**src/rtl/debounce_pkg.sv**
```systemverilog
// Shared constants and helpers for the debounce family of filters.
package debounce_pkg;

  // Default acceptance window, common to every debounce user in the design
  localparam int unsigned DEFAULT_STABLE_TICKS = 128;

  // Width of a counter that must hold values 0 .. ticks (never less than 1 bit)
  function automatic int unsigned cnt_width(input int unsigned ticks);
    int unsigned w;
    w = (ticks + 1 <= 2) ? 1 : $clog2(ticks + 1);
    return w;
  endfunction

endpackage

```
**src/rtl/debounce_ch.sv**
```systemverilog
// One debounce channel: 2-flop synchroniser, mismatch-duration counter,
// debounced level and one-cycle rise/fall pulses.
module debounce_ch
  import debounce_pkg::*;
#(
  parameter int unsigned STABLE_TICKS = DEFAULT_STABLE_TICKS,
  parameter logic        RESET_BIT    = 1'b0
) (
  input  logic clk,
  input  logic reset,
  input  logic tick_en,
  input  logic din,
  output logic level,
  output logic rise,
  output logic fall,
  output logic accept_c
);

  localparam int unsigned     CNT_W   = cnt_width(STABLE_TICKS);
  localparam logic [CNT_W-1:0] CNT_MAX = CNT_W'(STABLE_TICKS - 1);

  logic             s1;
  logic             s2;
  logic [CNT_W-1:0] cnt;
  logic [CNT_W-1:0] cnt_nxt;
  logic             level_nxt;
  logic             rise_nxt;
  logic             fall_nxt;

  // Two-flop synchroniser; reset to the channel's idle value so no false edge appears
  always_ff @(posedge clk or posedge reset) begin
    if (reset) begin
      s1 <= RESET_BIT;
      s2 <= RESET_BIT;
    end else begin
      s1 <= din;
      s2 <= s1;
    end
  end

  // Filter next-state: any agreement clears progress, a full window accepts the new value
  always_comb begin
    cnt_nxt   = cnt;
    level_nxt = level;
    rise_nxt  = 1'b0;
    fall_nxt  = 1'b0;
    if (s2 == level) begin
      cnt_nxt = '0;
    end else if (tick_en) begin
      if (cnt == CNT_MAX) begin
        level_nxt = s2;
        cnt_nxt   = '0;
        rise_nxt  = s2;
        fall_nxt  = ~s2;
      end else begin
        cnt_nxt = cnt + CNT_W'(1);
      end
    end
  end

  assign accept_c = rise_nxt | fall_nxt;

  // Filter state and registered outputs
  always_ff @(posedge clk or posedge reset) begin
    if (reset) begin
      cnt   <= '0;
      level <= RESET_BIT;
      rise  <= 1'b0;
      fall  <= 1'b0;
    end else begin
      cnt   <= cnt_nxt;
      level <= level_nxt;
      rise  <= rise_nxt;
      fall  <= fall_nxt;
    end
  end

endmodule

```
**src/rtl/debounce_bank.sv**
```systemverilog
// Multi-channel debouncer: independent debounce_ch per input plus a shared
// change indicator aligned with the rise/fall pulses.
module debounce_bank
  import debounce_pkg::*;
#(
  parameter int unsigned          NUM_CH       = 4,
  parameter int unsigned          STABLE_TICKS = DEFAULT_STABLE_TICKS,
  parameter logic [NUM_CH-1:0]    RESET_VAL    = '0
) (
  input  logic              clk,
  input  logic              reset,
  input  logic              tick_en,
  input  logic [NUM_CH-1:0] din,
  output logic [NUM_CH-1:0] level,
  output logic [NUM_CH-1:0] rise,
  output logic [NUM_CH-1:0] fall,
  output logic              any_change
);

  logic [NUM_CH-1:0] accept_c;

  // One filter per input; channels share only clock, reset and tick qualifier
  for (genvar i = 0; i < NUM_CH; i++) begin : g_ch
    debounce_ch #(
      .STABLE_TICKS (STABLE_TICKS),
      .RESET_BIT    (RESET_VAL[i])
    ) u_ch (
      .clk      (clk),
      .reset    (reset),
      .tick_en  (tick_en),
      .din      (din[i]),
      .level    (level[i]),
      .rise     (rise[i]),
      .fall     (fall[i]),
      .accept_c (accept_c[i])
    );
  end

  // Registered from the channels' next-state pulses so it lands in the same cycle
  always_ff @(posedge clk or posedge reset) begin
    if (reset) begin
      any_change <= 1'b0;
    end else begin
      any_change <= |accept_c;
    end
  end

endmodule

```
**config.mk**
```make
export PLATFORM = sky130hd
export DESIGN_NAME = debounce_bank
export DESIGN_NICKNAME = d
export VERILOG_FILES = /design/src/rtl/debounce_pkg.sv /design/src/rtl/debounce_ch.sv /design/src/rtl/debounce_bank.sv
export SDC_FILE = /design/constraint.sdc
export NUM_CORES = 1
export LEC_CHECK = 0
export BUFFER_PORTS_ARGS = -buffer_cell sky130_fd_sc_hd__buf_2
export CORE_UTILIZATION = 47
export CTS_CLUSTER_SIZE = 24
export DETAILED_ROUTE_END_ITERATION = 16
export SYNTH_ARGS = -nofsm -noshare
export SYNTH_HDL_FRONTEND = slang
export SYNTH_HIERARCHICAL = 1
export SYNTH_SLANG_ARGS = --single-unit
export TNS_END_PERCENT = 30
```
**constraint.sdc**
```tcl
create_clock -name clk -period 4.36 [get_ports clk]
set_input_delay 0.654 -clock clk [delete_from_list [all_inputs] [get_ports clk]]
set_output_delay 0.654 -clock clk [all_outputs]
set_load 0.01 [all_outputs]
```
==> qor.txt, run 1 <==
die boundary width - 75.1 um
routability congestion estimate from global placement - 0.706
mean number of vias per cell - 5.59
number of endpoints failing setup at the final stage - 0
post-synth top area cell - sky130_fd_sc_hd__dfrtp_1
launching element type of the critical path - primary input
Final Util - 0.540
Worst IR Drop VDD - 0.209 mV
clock slew seen by the registers of the worst setup and hold paths - 90 ps
top-area cell type share of the netlist area - 0.529
Synth top cells by count - sky130_fd_sc_hd__dfrtp_1, sky130_fd_sc_hd__nor2_1, sky130_fd_sc_hd__o21ai_0
Final ANT Viol Nets - 0
average cell area after synthesis - 11.2 sq um
max-slew violation count - 0
wire length of the first global-routing pass - 7180 um
pwr/cell area - 324 mW/mm^2
top area cells in the synthesized netlist - sky130_fd_sc_hd__dfrtp_1, sky130_fd_sc_hd__nand4_4, sky130_fd_sc_hd__o21ai_0
Mapped Cells - 223
post-detailed-route wirelength per cell - 13.9 um
final WL - 4320 um
Die Y-Extent - 75.1 um
#FFs+latches synth - 53
fraction of final layout cells sized beyond drive strength 1 - 0.157
number of global-route vias before repair - 1,556
largest driver fanout on the critical path - 44
Clock Sinks - 53
area delta synth->final - 10.7%
number of cell instances on the worst register-to-register path - 3
fmax - 521 MHz
worst hold margin - 208 ps
class of the most critical hold timing path - primary input to asynchronous set/reset pin
count of final hold-check violations - 0
number of vias after detailed routing - 1,745
placed standard-cell area - 0.00266 sq mm
worst setup path category - primary input to register
Yosys cell types - 28
Data arrival, critical path - 2120 ps
worst-case register-to-register setup slack - 2490 ps
crit path launch - tick_en
multi-input combinational cell area - 0.00113 sq mm
clock tree from TritonCTS - yes
NumNets Final - 252
Worst EP required - 4560 ps
largest net degree at the start of global routing - 45
I/O pin count - 20
Tot GR Track Use - 0.168
overflow left after global routing - 0
estimated wirelength of the detail-placed design - 2830 um
async set or reset register ratio after synthesis - 1.00
root buffer cell - sky130_fd_sc_hd__clkbuf_8
Clock Skews - 5.86 ps
clock latency on the worst-skew pair - 300 ps
violation count after the first detailed-routing iteration - 153
number of CTS-inserted buffers - 5
critical path capture point type - register
placeable core region - 0.00514 sq mm
Post-synth top flop - sky130_fd_sc_hd__dfrtp_1
count of maximum capacitance violations - 0
antenna violations before repair - 0
final std cell area, no fill - 0.00278 sq mm
Critical path destination - g_ch[1].u_ch/level
Reg-to-Reg Start - g_ch[1].u_ch/level
final routed DRC violation total - 0
leakage dissipation - 0.00123 uW
initial core utilization - 0.488
maximum root-to-sink buffer count - 2
minimum clock period - 1920 ps
Relative slew margins - 0.468
register cell area after layout - 0.00133 sq mm
Filler cells - 483
std cell rows - 26
count of input and output buffers - 19
Synth Warn # - 6
CTS H-tree depth - 2
sequential element share of the synthesized area - 0.529
reg2reg end - any_change
outcome - finished, final reports clean
period utilisation layout - 0.440
post-cts gate resize count - 0
Mapped Nets - 234
floorplan die area - 0.00563 sq mm
number of buffers inserted for hold repair after clock tree synthesis - 0
most numerous cell in the Yosys netlist - sky130_fd_sc_hd__dfrtp_1
number of enable flip-flop cells after synthesis - 0
count of inserted antenna diode cells - 0
final-layout setup total negative slack - 0 ps
total iterations of the first detailed-routing run - 4
post-synthesis instance area - 0.00251 sq mm
number of buffers inserted by post-CTS setup repair - 0
measured slew at the worst slew-check pin - 792 ps
unrepaired setup endpoints after global routing - false
[worst min-delay path by stage]
stage                                from              end  slack, ps  cells after the start
after global placement    g_ch[3].u_ch/s1  g_ch[3].u_ch/s2        330                      0
after detailed placement  g_ch[0].u_ch/s1  g_ch[0].u_ch/s2        330                      0
after global routing                reset       any_change        210                      2
after floorplan           g_ch[0].u_ch/s1  g_ch[0].u_ch/s2        330                      0
after CTS                           reset       any_change        200                      2
final                               reset       any_change        210                      2
[cell type report]
type / count / area share
Timing Repair Buffer: 19 / 0.0342
Clock inverter: 1 / 0.0108
Sequential cell: 53 / 0.477
Clock buffer: 7 / 0.0311
Multi-Input combinational cell: 157 / 0.408
Tap cell: 70 / 0.0315
Inverter: 5 / 0.00676
[worst max-delay path, stage by stage]
cell                      delay, ps
sky130_fd_sc_hd__buf_2          550
sky130_fd_sc_hd__nand3_1        210
sky130_fd_sc_hd__or3_4          380
sky130_fd_sc_hd__mux2_4         300
[per-stage QoR]
stage	setup WS, ps	total power [uW]	std cells
final	2440	899	312
after global routing	2360	936	312
after CTS	2440	913	312
after detailed placement	2130	563	304
after global placement	2150	562	304
after floorplan	2720	550	223
[logic make-up (layout without fill, tap and decap cells)]
family          after synthesis  count (layout)  share of synthesized area
buf+inv                      13              32                     0.0195
simple gates                 85              85                      0.228
compound gates               48              48                      0.122
xor+xnor                     12              12                     0.0419
fa+ha+maj                     4               4                     0.0200
flops                        53              53                      0.529
mux                           8               8                     0.0399
[cells in the final DEF, fill, tap and decap left out, drive strengths merged, types with 5 or more instances in the layout]
| cell | Yosys | routed |
|---|---|---|
| nand4 | 12 | 12 |
| dfrtp | 53 | 53 |
| xor2 | 8 | 8 |
| nor3b | 8 | 8 |
| or3 | 8 | 8 |
| clkbuf | 8 | 7 |
| nand3 | 12 | 12 |
| o21ai | 16 | 16 |
| buf | 0 | 19 |
| a311oi | 8 | 8 |
| nand2 | 8 | 8 |
| inv | 5 | 5 |
| a21oi | 12 | 12 |
| nor2 | 16 | 16 |
[where the power goes]
part | switching (uW) | internal, uW | total, uW
Sequential | 10.7 | 501 | 511
Combinational | 28.1 | 13.4 | 41.5
Clock | 159 | 187 | 346
Total | 198 | 701 | 899
[registers in the layout (all words and copies together), names as in the netlist]
name and cells:
g_ch.u_ch/cnt 32, g_ch.u_ch/level 4, g_ch.u_ch/s1 4, g_ch.u_ch/rise 4, any_change 1, g_ch.u_ch/s2 4, g_ch.u_ch/fall 4
[metal layers]
metal  wire, um  track usage  share of wire  vias up
li1           -            -              -      875
met1       2180        0.231           0.51      841
met3        150       0.0428          0.035        4
met2       1950        0.263           0.45       25
met4         34       0.0503         0.0079        0
met5          0            0              0        -
Note: power is estimated with default switching activity, not from simulation.
==> run 2, diff against run 1 <==
clock period = 1.9 ns   (was 4.36 ns; I/O delays follow)
==> qor.txt, run 2 (synthesis results as in run 1) <==
worst-case register-to-register setup slack - 290 ps
Clock Sinks - 53
Final Util - 0.547
Die Y-Extent - 75.1 um
measured slew at the worst slew-check pin - 514 ps
clock slew seen by the registers of the worst setup and hold paths - 90 ps
floorplan die area - 0.00563 sq mm
final std cell area, no fill - 0.00281 sq mm
antenna violations before repair - 0
routability congestion estimate from global placement - 0.748
max FFs per register - 32
minimum clock period - 1610 ps
class of the most critical hold timing path - primary input to register
clock latency on the worst-skew pair - 300 ps
fraction of final layout cells sized beyond drive strength 1 - 0.177
leakage dissipation - 0.00125 uW
estimated wirelength of the detail-placed design - 3010 um
count of input and output buffers - 19
wire length of the first global-routing pass - 7450 um
critical path capture point type - register
number of CTS-inserted buffers - 5
most frequent cells in the layout - sky130_fd_sc_hd__dfrtp_1, sky130_fd_sc_hd__buf_2, sky130_fd_sc_hd__o21ai_0, sky130_fd_sc_hd__nor2_1
number of vias after detailed routing - 1,764
Worst IR Drop VDD - 0.385 mV
die boundary width - 75.1 um
count of final hold-check violations - 0
cell type of the slowest stage on the worst timing path - sky130_fd_sc_hd__dfrtp_1
global-route track usage on met2 - 0.262
final WL - 4430 um
std cell rows - 26
number of buffers and inverters on the critical path - 0
Tot GR Track Use - 0.173
worst setup path category - register to register
number of global-route vias before repair - 1,609
Filler cells - 490
pwr/cell area - 682 mW/mm^2
NumNets Final - 260
placed standard-cell area - 0.00271 sq mm
clock tree from TritonCTS - yes
final-layout setup total negative slack - 0 ps
I/O pin count - 20
launching element type of the critical path - register
number of buffers inserted by post-CTS setup repair - 0
initial core utilization - 0.488
Worst EP required - 2090 ps
root buffer cell - sky130_fd_sc_hd__clkbuf_8
mean number of vias per cell - 5.53
period utilisation layout - 0.849
most used routing layer - met2
max-slew violation count - 0
count of maximum capacitance violations - 0
largest driver fanout on the critical path - 6
count of inserted antenna diode cells - 0
PnR Total Power - 1920 uW
Crit path max-delay family - simple AND/OR/NAND/NOR gates
fmax - 620 MHz
Final ANT Viol Nets - 0
Clock Skews - 5.75 ps
global routing usage on met3 - 0.0415
number of endpoints failing setup at the final stage - 0
most common library cell in the layout ignoring fill and taps - sky130_fd_sc_hd__dfrtp_1
area delta synth->final - 12.0%
met1 track demand over resource - 0.251
total placed cells including tap cells - 311
maximum root-to-sink buffer count - 2
Cell Chain, Critical Path - ha_1 -> nand3_1 -> or3_4 -> mux2_4
largest net degree at the start of global routing - 19
final routed DRC violation total - 0
register name with the most flops - g_ch.u_ch/cnt
CTS H-tree depth - 2
violation count after the first detailed-routing iteration - 72
outcome - finished, final reports clean
post-detailed-route wirelength per cell - 13.9 um
delay contributed by the slowest stage of the critical path - 440 ps
placeable core region - 0.00514 sq mm
total iterations of the first detailed-routing run - 4
unrepaired setup endpoints after global routing - false
overflow left after global routing - 0
Data arrival, critical path - 1800 ps
Relative slew margins - 0.657
final std cells w/o fill - 319
## run 2: cell count changes in the layout (fill, tap and decap cells not counted)
cell                            before  now
sky130_fd_sc_hd__buf_4               0    7
sky130_fd_sc_hd__bufinv_16           1    0
sky130_fd_sc_hd__dlygate4sd3_1       0    1
## run 2: worst paths after layout
check                                    startpoint                   to  depth (start not counted)
worst max-delay path            g_ch[1].u_ch/cnt[0]   g_ch[1].u_ch/level                          4
worst min-delay path                         din[0]      g_ch[0].u_ch/s1                          1
worst max register to register  g_ch[1].u_ch/cnt[0]   g_ch[1].u_ch/level                          4
worst min register to register      g_ch[2].u_ch/s1      g_ch[2].u_ch/s2                          0
max in group asynchronous                     reset  g_ch[1].u_ch/cnt[0]                          3
min in group asynchronous                     reset           any_change                          3
## run 2: report_power, final
part           total (uW)  internal [uW]  leakage, uW  switching (uW)
combinational         109           41.1     0.000488            67.5
sequential           1170           1150     0.000717            24.5
clock                 634            290    0.0000443             344
## run 2: layout make-up
type / count / area [sq um] / share of cell area
multi-input cells: 157 / 1130 / 0.403
inverters: 5 / 18.8 / 0.00668
well taps: 70 / 87.6 / 0.0312
clock buffers: 7 / 86.3 / 0.0307
flip-flops and latches: 53 / 1330 / 0.472
repair buffers: 27 / 158 / 0.0561
## run 2: per-stage QoR
step | hold WS (ps) | setup slack [ps]
after floorplan | 13.7 | 260
final | 83.9 | 286
after global routing | 66.5 | 186
after CTS | 70.5 | 288
after detailed placement | 172 | 308
after global placement | 170 | 305
## run 2: what timing repair did
action	4_1_cts	5_1_grt
hold endpoints to repair	1	0
endpoints found under the setup margin	0	0
resized for setup	0	0
hold buffers	1	0
## run 2: layer usage
layer,wire [um],vias to the layer above
li1,-,886
met1,2300,847
met2,1990,29
met3,133,2
met4,15,0
met5,0,-
